<file path="src/rtl/board_scan_attack_ctrl.sv">
// Naval-battle board controller: ship/attack planes, debounced command execution and LED scan.
// Optional macro BLINK_HIT_EN makes hit cells blink in attack and review modes.
`timescale 1ns / 1ps

module board_scan_attack_ctrl #(
    parameter int ROWS       = 7,
    parameter int COLS       = 5,
    parameter int SCAN_DIV   = 16,
    parameter int DEB_CYCLES = 250000,
    localparam int RW        = $clog2(ROWS),
    localparam int CW        = $clog2(COLS),
    localparam int CNTW      = $clog2(ROWS * COLS + 1)
) (
    input  logic            clk,
    input  logic            clr,
    input  logic [1:0]      mode,
    input  logic [RW-1:0]   coord_row,
    input  logic [CW-1:0]   coord_col,
    input  logic            button_confirmation,
    output logic [COLS-1:0] m_col,
    output logic [ROWS-1:0] m_line,
    output logic [1:0]      result,
    output logic            result_valid,
    output logic [CNTW-1:0] ship_count,
    output logic [CNTW-1:0] hit_count,
    output logic            game_over
);

    localparam int DW = $clog2(DEB_CYCLES + 1);
    localparam logic [CNTW-1:0] MaxCnt = CNTW'(ROWS * COLS);

    typedef enum logic [1:0] {StWaitPress, StApply, StWaitRelease} state_e;

    // Button synchronizer and debouncer
    logic          sync0_q, sync1_q, deb_q, press_q;
    logic [DW-1:0] deb_cnt_q;

    always_ff @(posedge clk) begin
        if (!clr) begin
            sync0_q   <= 1'b0;
            sync1_q   <= 1'b0;
            deb_q     <= 1'b0;
            press_q   <= 1'b0;
            deb_cnt_q <= '0;
        end else begin
            sync0_q <= button_confirmation;
            sync1_q <= sync0_q;
            press_q <= 1'b0;
            if (sync1_q == deb_q) begin
                deb_cnt_q <= '0;
            end else if (deb_cnt_q == DW'(DEB_CYCLES - 1)) begin
                deb_q     <= sync1_q;
                press_q   <= sync1_q;
                deb_cnt_q <= '0;
            end else begin
                deb_cnt_q <= deb_cnt_q + 1'b1;
            end
        end
    end

    // Command FSM and board state
    state_e          state_q, state_d;
    logic [COLS-1:0] ship_q [ROWS];
    logic [COLS-1:0] ship_d [ROWS];
    logic [COLS-1:0] atk_q  [ROWS];
    logic [COLS-1:0] atk_d  [ROWS];
    logic [CNTW-1:0] ship_cnt_q, ship_cnt_d, hit_cnt_q, hit_cnt_d;
    logic [1:0]      result_q, result_d;
    logic            valid_q, valid_d;
    logic            in_range;

    always_comb begin
        state_d    = state_q;
        ship_d     = ship_q;
        atk_d      = atk_q;
        ship_cnt_d = ship_cnt_q;
        hit_cnt_d  = hit_cnt_q;
        result_d   = result_q;
        valid_d    = 1'b0;
        in_range   = (int'(coord_row) < ROWS) && (int'(coord_col) < COLS);
        unique case (state_q)
            StWaitPress: if (press_q) state_d = StApply;
            StApply: begin
                state_d = StWaitRelease;
                case (mode)
                    2'b00: begin
                        ship_d     = '{default: '0};
                        atk_d      = '{default: '0};
                        ship_cnt_d = '0;
                        hit_cnt_d  = '0;
                        result_d   = 2'b00;
                    end
                    2'b01: begin
                        valid_d = 1'b1;
                        if (!in_range) begin
                            result_d = 2'b11;
                        end else begin
                            result_d = 2'b00;
                            if (ship_q[coord_row][coord_col]) begin
                                ship_d[coord_row][coord_col] = 1'b0;
                                if (ship_cnt_q != '0) ship_cnt_d = ship_cnt_q - 1'b1;
                                // A removed ship cannot stay hit
                                if (atk_q[coord_row][coord_col]) begin
                                    atk_d[coord_row][coord_col] = 1'b0;
                                    if (hit_cnt_q != '0) hit_cnt_d = hit_cnt_q - 1'b1;
                                end
                            end else begin
                                ship_d[coord_row][coord_col] = 1'b1;
                                if (ship_cnt_q != MaxCnt) ship_cnt_d = ship_cnt_q + 1'b1;
                            end
                        end
                    end
                    2'b10: begin
                        valid_d = 1'b1;
                        if (!in_range) begin
                            result_d = 2'b11;
                        end else if (atk_q[coord_row][coord_col]) begin
                            result_d = 2'b10;
                        end else begin
                            atk_d[coord_row][coord_col] = 1'b1;
                            if (ship_q[coord_row][coord_col]) begin
                                result_d = 2'b01;
                                if (hit_cnt_q != MaxCnt) hit_cnt_d = hit_cnt_q + 1'b1;
                            end else begin
                                result_d = 2'b00;
                            end
                        end
                    end
                    default: begin
                        valid_d  = 1'b1;
                        result_d = 2'b11;
                    end
                endcase
            end
            StWaitRelease: if (!deb_q) state_d = StWaitPress;
            default: state_d = StWaitPress;
        endcase
    end

    always_ff @(posedge clk) begin
        if (!clr) begin
            state_q    <= StWaitPress;
            ship_q     <= '{default: '0};
            atk_q      <= '{default: '0};
            ship_cnt_q <= '0;
            hit_cnt_q  <= '0;
            result_q   <= 2'b00;
            valid_q    <= 1'b0;
        end else begin
            state_q    <= state_d;
            ship_q     <= ship_d;
            atk_q      <= atk_d;
            ship_cnt_q <= ship_cnt_d;
            hit_cnt_q  <= hit_cnt_d;
            result_q   <= result_d;
            valid_q    <= valid_d;
        end
    end

    // LED matrix scan
    logic [SCAN_DIV-1:0] presc_q;
    logic [CW-1:0]       col_q;
    logic [COLS-1:0]     col_oh;
    logic [ROWS-1:0]     line_bits;
    logic                blink_on;

`ifdef BLINK_HIT_EN
    logic [SCAN_DIV+5:0] blink_q;

    always_ff @(posedge clk) begin
        if (!clr) blink_q <= '0;
        else      blink_q <= blink_q + 1'b1;
    end

    assign blink_on = blink_q[SCAN_DIV+5];
`else
    assign blink_on = 1'b1;
`endif

    always_comb begin
        col_oh    = '0;
        line_bits = '0;
        for (int c = 0; c < COLS; c++) col_oh[c] = (int'(col_q) == c);
        for (int r = 0; r < ROWS; r++) begin
            case (mode)
                2'b00:   line_bits[r] = 1'b0;
                2'b01:   line_bits[r] = ship_q[r][col_q];
                2'b10:   line_bits[r] = atk_q[r][col_q];
                default: line_bits[r] = ship_q[r][col_q] | atk_q[r][col_q];
            endcase
            if (mode[1] && ship_q[r][col_q] && atk_q[r][col_q] && !blink_on) line_bits[r] = 1'b0;
        end
    end

    always_ff @(posedge clk) begin
        if (!clr) begin
            presc_q <= '0;
            col_q   <= '0;
            m_col   <= COLS'(1);
            m_line  <= '1;
        end else begin
            presc_q <= presc_q + 1'b1;
            if (&presc_q) col_q <= (int'(col_q) == COLS - 1) ? '0 : col_q + 1'b1;
            m_col  <= col_oh;
            m_line <= ~line_bits;
        end
    end

    assign result       = result_q;
    assign result_valid = valid_q;
    assign ship_count   = ship_cnt_q;
    assign hit_count    = hit_cnt_q;
    assign game_over    = (hit_cnt_q == ship_cnt_q) && (ship_cnt_q != '0);

endmodule

</file>
<file path="config.mk">
export PLATFORM = sky130hd
export DESIGN_NAME = board_scan_attack_ctrl
export DESIGN_NICKNAME = d
export VERILOG_FILES = /design/src/rtl/board_scan_attack_ctrl.sv
export SDC_FILE = /design/constraint.sdc
export NUM_CORES = 1
export LEC_CHECK = 0
export CORE_UTILIZATION = 40
export DETAILED_ROUTE_END_ITERATION = 6
export PLACE_DENSITY_LB_ADDON = 0.2
export SKIP_CTS_REPAIR_TIMING = 1
export SLEW_MARGIN = 40
export SYNTH_ARGS = -nofsm -noshare
export SYNTH_HDL_FRONTEND = slang
export SYNTH_SLANG_ARGS = --single-unit
</file>
<file path="constraint.sdc">
create_clock -name clk -period 3.99 [get_ports clk]
set_clock_uncertainty 0.1 [all_clocks]
set_input_delay 0.399 -clock clk [delete_from_list [all_inputs] [get_ports clk]]
set_output_delay 0.399 -clock clk [all_outputs]
set_load 0.05 [all_outputs]
</file>
==> summary.txt <==
Logic synthesis
  • Cells after Synth: 946
  • Sequential share of the synthesized area: 34.7%
  • Ys flop type: dfxtp_1
  • Mapped Area: 8070 sq um
  • Count of cell types in the netlist: 71
  • Syn_nets: 978
  • Number of synthesized register bits: 140
  • EDFF count, synth: 0
  • Mean Syn Cell Area: 8.53 sq um
  • YS warnings: 0
  • FFs w/ async S/R, synth: 0%

CTS
  • Root buf cell: clkbuf_16
  • Num CTS Buffers: 17
  • CTS sink cnt: 140
  • CTS clk-pin slew, worst paths: 0.06 ns
  • CTS tree: yes
  • Maximum clock path buffer count: 2
  • H-tree depth: 4
  • Worst-Skew Late Latency: 0.43 ns

Global routing
  • Pin count of the biggest net entering global routing: 45
  • Vias in the first global route: 6504
  • Gr ovfl total: 0
  • Initial antenna violation count: 0
  • All-Layer GR Usage: 22.9%
  • First-pass GRT wire length: 36200 um

Placed design
  • Dpl ws: 0.0386 ns
  • DPL Wire Length: 15300 um
  • Routability cong.: 0.932
  • Placed instance area: 8730 sq um
  • Input/output buffers: 38

Finish
  • Design area: 9320 sq um
  • Area delta synth->final: 15.5%
  • Commonest non-fill, non-tap cell in the layout: dfxtp_1
  • Final #Nets: 995
  • ANT cells: 0
  • Final Util: 47.6%
  • Fill count: 1904
  • Most frequent cells in the layout: dfxtp_1 (139), nand2_1 (113), nor2_1 (83)
  • Share of layout cells above drive strength 1: 10.5%

Timing
  • Relative slew slack: 45.9%
  • Period minus WS final: 3.51 ns
  • RSZ-0062 raised after global routing: no
  • Setup_tns: 0 ns
  • Final Hold Viols: 0
  • FMAX: 0.285 GHz
  • Setup violators final: 0
  • Slew @ Worst Pin: 0.805 ns
  • Post-route setup slack: 0.483 ns
  • Period Utilization, post-route: 87.9%
  • Slew Limit Fails: 0

Status
  • Status: finished clean

Pwr
  • Worst vdd ir: 0.000263 V
  • Power Dens Cells: 345 nW/um^2
  • Leakage power: 0.00320 uW

Route
  • Drt first-iter violations: 610
  • DRC Markers: 0
  • Routed Antenna Nets: 0
  • Vias/cell: 5.66
  • Drt pass-1 iters: 6
  • WL/cell: 18.1 um
  • Vias: 7026
  • Total Wirelength: 22500 um

Setup path
  • WP data arrival: 3.77 ns
  • Worst Setup End Kind: register
  • Flop2flop setup slack: 0.86 ns
  • Worst setup SP type: input port
  • CP cell instances: clkdlybuf4s50_1, buf_12, mux4_1, o211ai_1, o2111ai_2, nor2_4, inv_2, ha_1, a21o_1, a21oi_1, o21bai_1, a21oi_1, xnor2_1, or3_1, o22ai_2
  • CP Data Required Time: 4.25 ns
  • CP Max Fanout: 20
  • CP bufs+invs: 3
  • Most Frequent Cell on Critical Path: a21oi_1
  • CP peak stage delay: 0.56 ns
  • Setup Crit Path Kind: in2reg
  • Delay-heaviest family, CP: compound AO/OA/AOI/OAI gates
  • Crit-path slowest cell: mux4_1

Floorplanning
  • Initial Util: 41.2%
  • Die height: 144 um
  • Row count: 51
  • Die Outline Area: 20800 sq um
  • Top-Level Pins: 39
  • Die span in x: 144 um
  • Core area: 19600 sq um

Min path
  • Hold WC Path Type: in2reg

Flow run
  • Max-cap viol count: 0
[layout make-up]
class	instances	area, sq um	area share (%)
repair buffers	66	636	6.82
clock inverters	11	133	1.42
flip-flops and latches	140	2800	30.1
well taps	265	332	3.56
inverters	28	105	1.13
multi-input cells	710	4850	52.1
clock buffers	21	460	4.94
[cell usage after synthesis (3+ instances only)]
| master | instances | area share, % |
|---|---|---|
| a21o_1 | 3 | 0.28 |
| a21oi_1 | 72 | 4.5 |
| a22o_1 | 15 | 1.6 |
| a22oi_1 | 17 | 1.6 |
| and2_1 | 12 | 0.93 |
| and3_1 | 7 | 0.54 |
| and4_1 | 3 | 0.33 |
| buf_1 | 6 | 0.28 |
| buf_2 | 11 | 0.68 |
| buf_6 | 5 | 0.70 |
| clkbuf_1 | 43 | 2.0 |
| dfxtp_1 | 140 | 35 |
| ha_1 | 19 | 2.9 |
| inv_1 | 26 | 1.2 |
| mux2_2 | 3 | 0.42 |
| mux2i_1 | 47 | 5.8 |
| mux4_2 | 19 | 5.3 |
| nand2_1 | 113 | 5.3 |
| nand2b_1 | 6 | 0.47 |
| nand3_1 | 36 | 2.2 |
| nand3b_1 | 8 | 0.74 |
| nand4_1 | 9 | 0.70 |
| nor2_1 | 83 | 3.9 |
| nor2b_1 | 25 | 1.9 |
| nor3_1 | 12 | 0.74 |
| nor3b_1 | 3 | 0.28 |
| nor4b_1 | 4 | 0.43 |
| o2111ai_1 | 8 | 0.87 |
| o211ai_1 | 10 | 0.93 |
| o21ai_0 | 48 | 3.0 |
| o221ai_1 | 33 | 3.6 |
| or3_1 | 9 | 0.70 |
| xnor2_1 | 18 | 2.0 |
| xor2_1 | 26 | 2.8 |
[kinds of logic (layout without fill, tap and decap cells)]
group,after synthesis,count (layout),synth area share (%)
buf+inv,96,126,5.33
flops,140,140,34.7
fa+ha+maj,21,21,3.44
xor+xnor,44,44,4.77
simple gates,341,341,20.3
compound gates,232,232,19.2
mux,72,72,12.2
[worst paths after layout]
check / startpoint / end / depth (start not counted)
worst min register to register: press_q / state_q[0] / 2
worst min-delay path: clr / m_line[3] / 2
worst max register to register: ship_q[23] / ship_count[5] / 14
worst max-delay path: coord_row[0] / ship_count[5] / 15
[stage by stage]
stage	hold slack (ns)	cells	total power, uW
6_report	0.310	1241	3220
5_1_grt	0.328	1241	3320
4_1_cts	0.293	1241	3240
3_5_place_dp	0.308	1209	1630
3_3_place_gp	0.304	1209	1630
2_1_floorplan	0.300	946	1570
[per-layer routing]
metal | wire length (um) | GRT usage (%) | part of all wire (%)
met5 | 0 | 0 | 0
met4 | 308 | 6.61 | 1.4
met3 | 1200 | 4.40 | 5.3
met2 | 10300 | 35.9 | 46
met1 | 10700 | 31.7 | 48
[flip-flops by register name, summed over array words and instances (netlist names)]
signal / cells
hit_count: 6
atk_q: 35
result: 2
presc_q: 16
col_q: 3
sync1_q: 1
press_q: 1
sync0_q: 1
state_q: 2
m_line: 7
ship_q: 35
deb_cnt_q: 18
result_valid: 1
deb_q: 1
ship_count: 6
m_col: 5
[power by group]
group	internal (uW)	leakage, uW	switching (uW)
logic	64.7	0.00179	136
clock network	961	0.000285	649
registers	1400	0.00113	2.82
total	2430	0.00320	788
No activity file was read; power rests on OpenSTA's default activity.
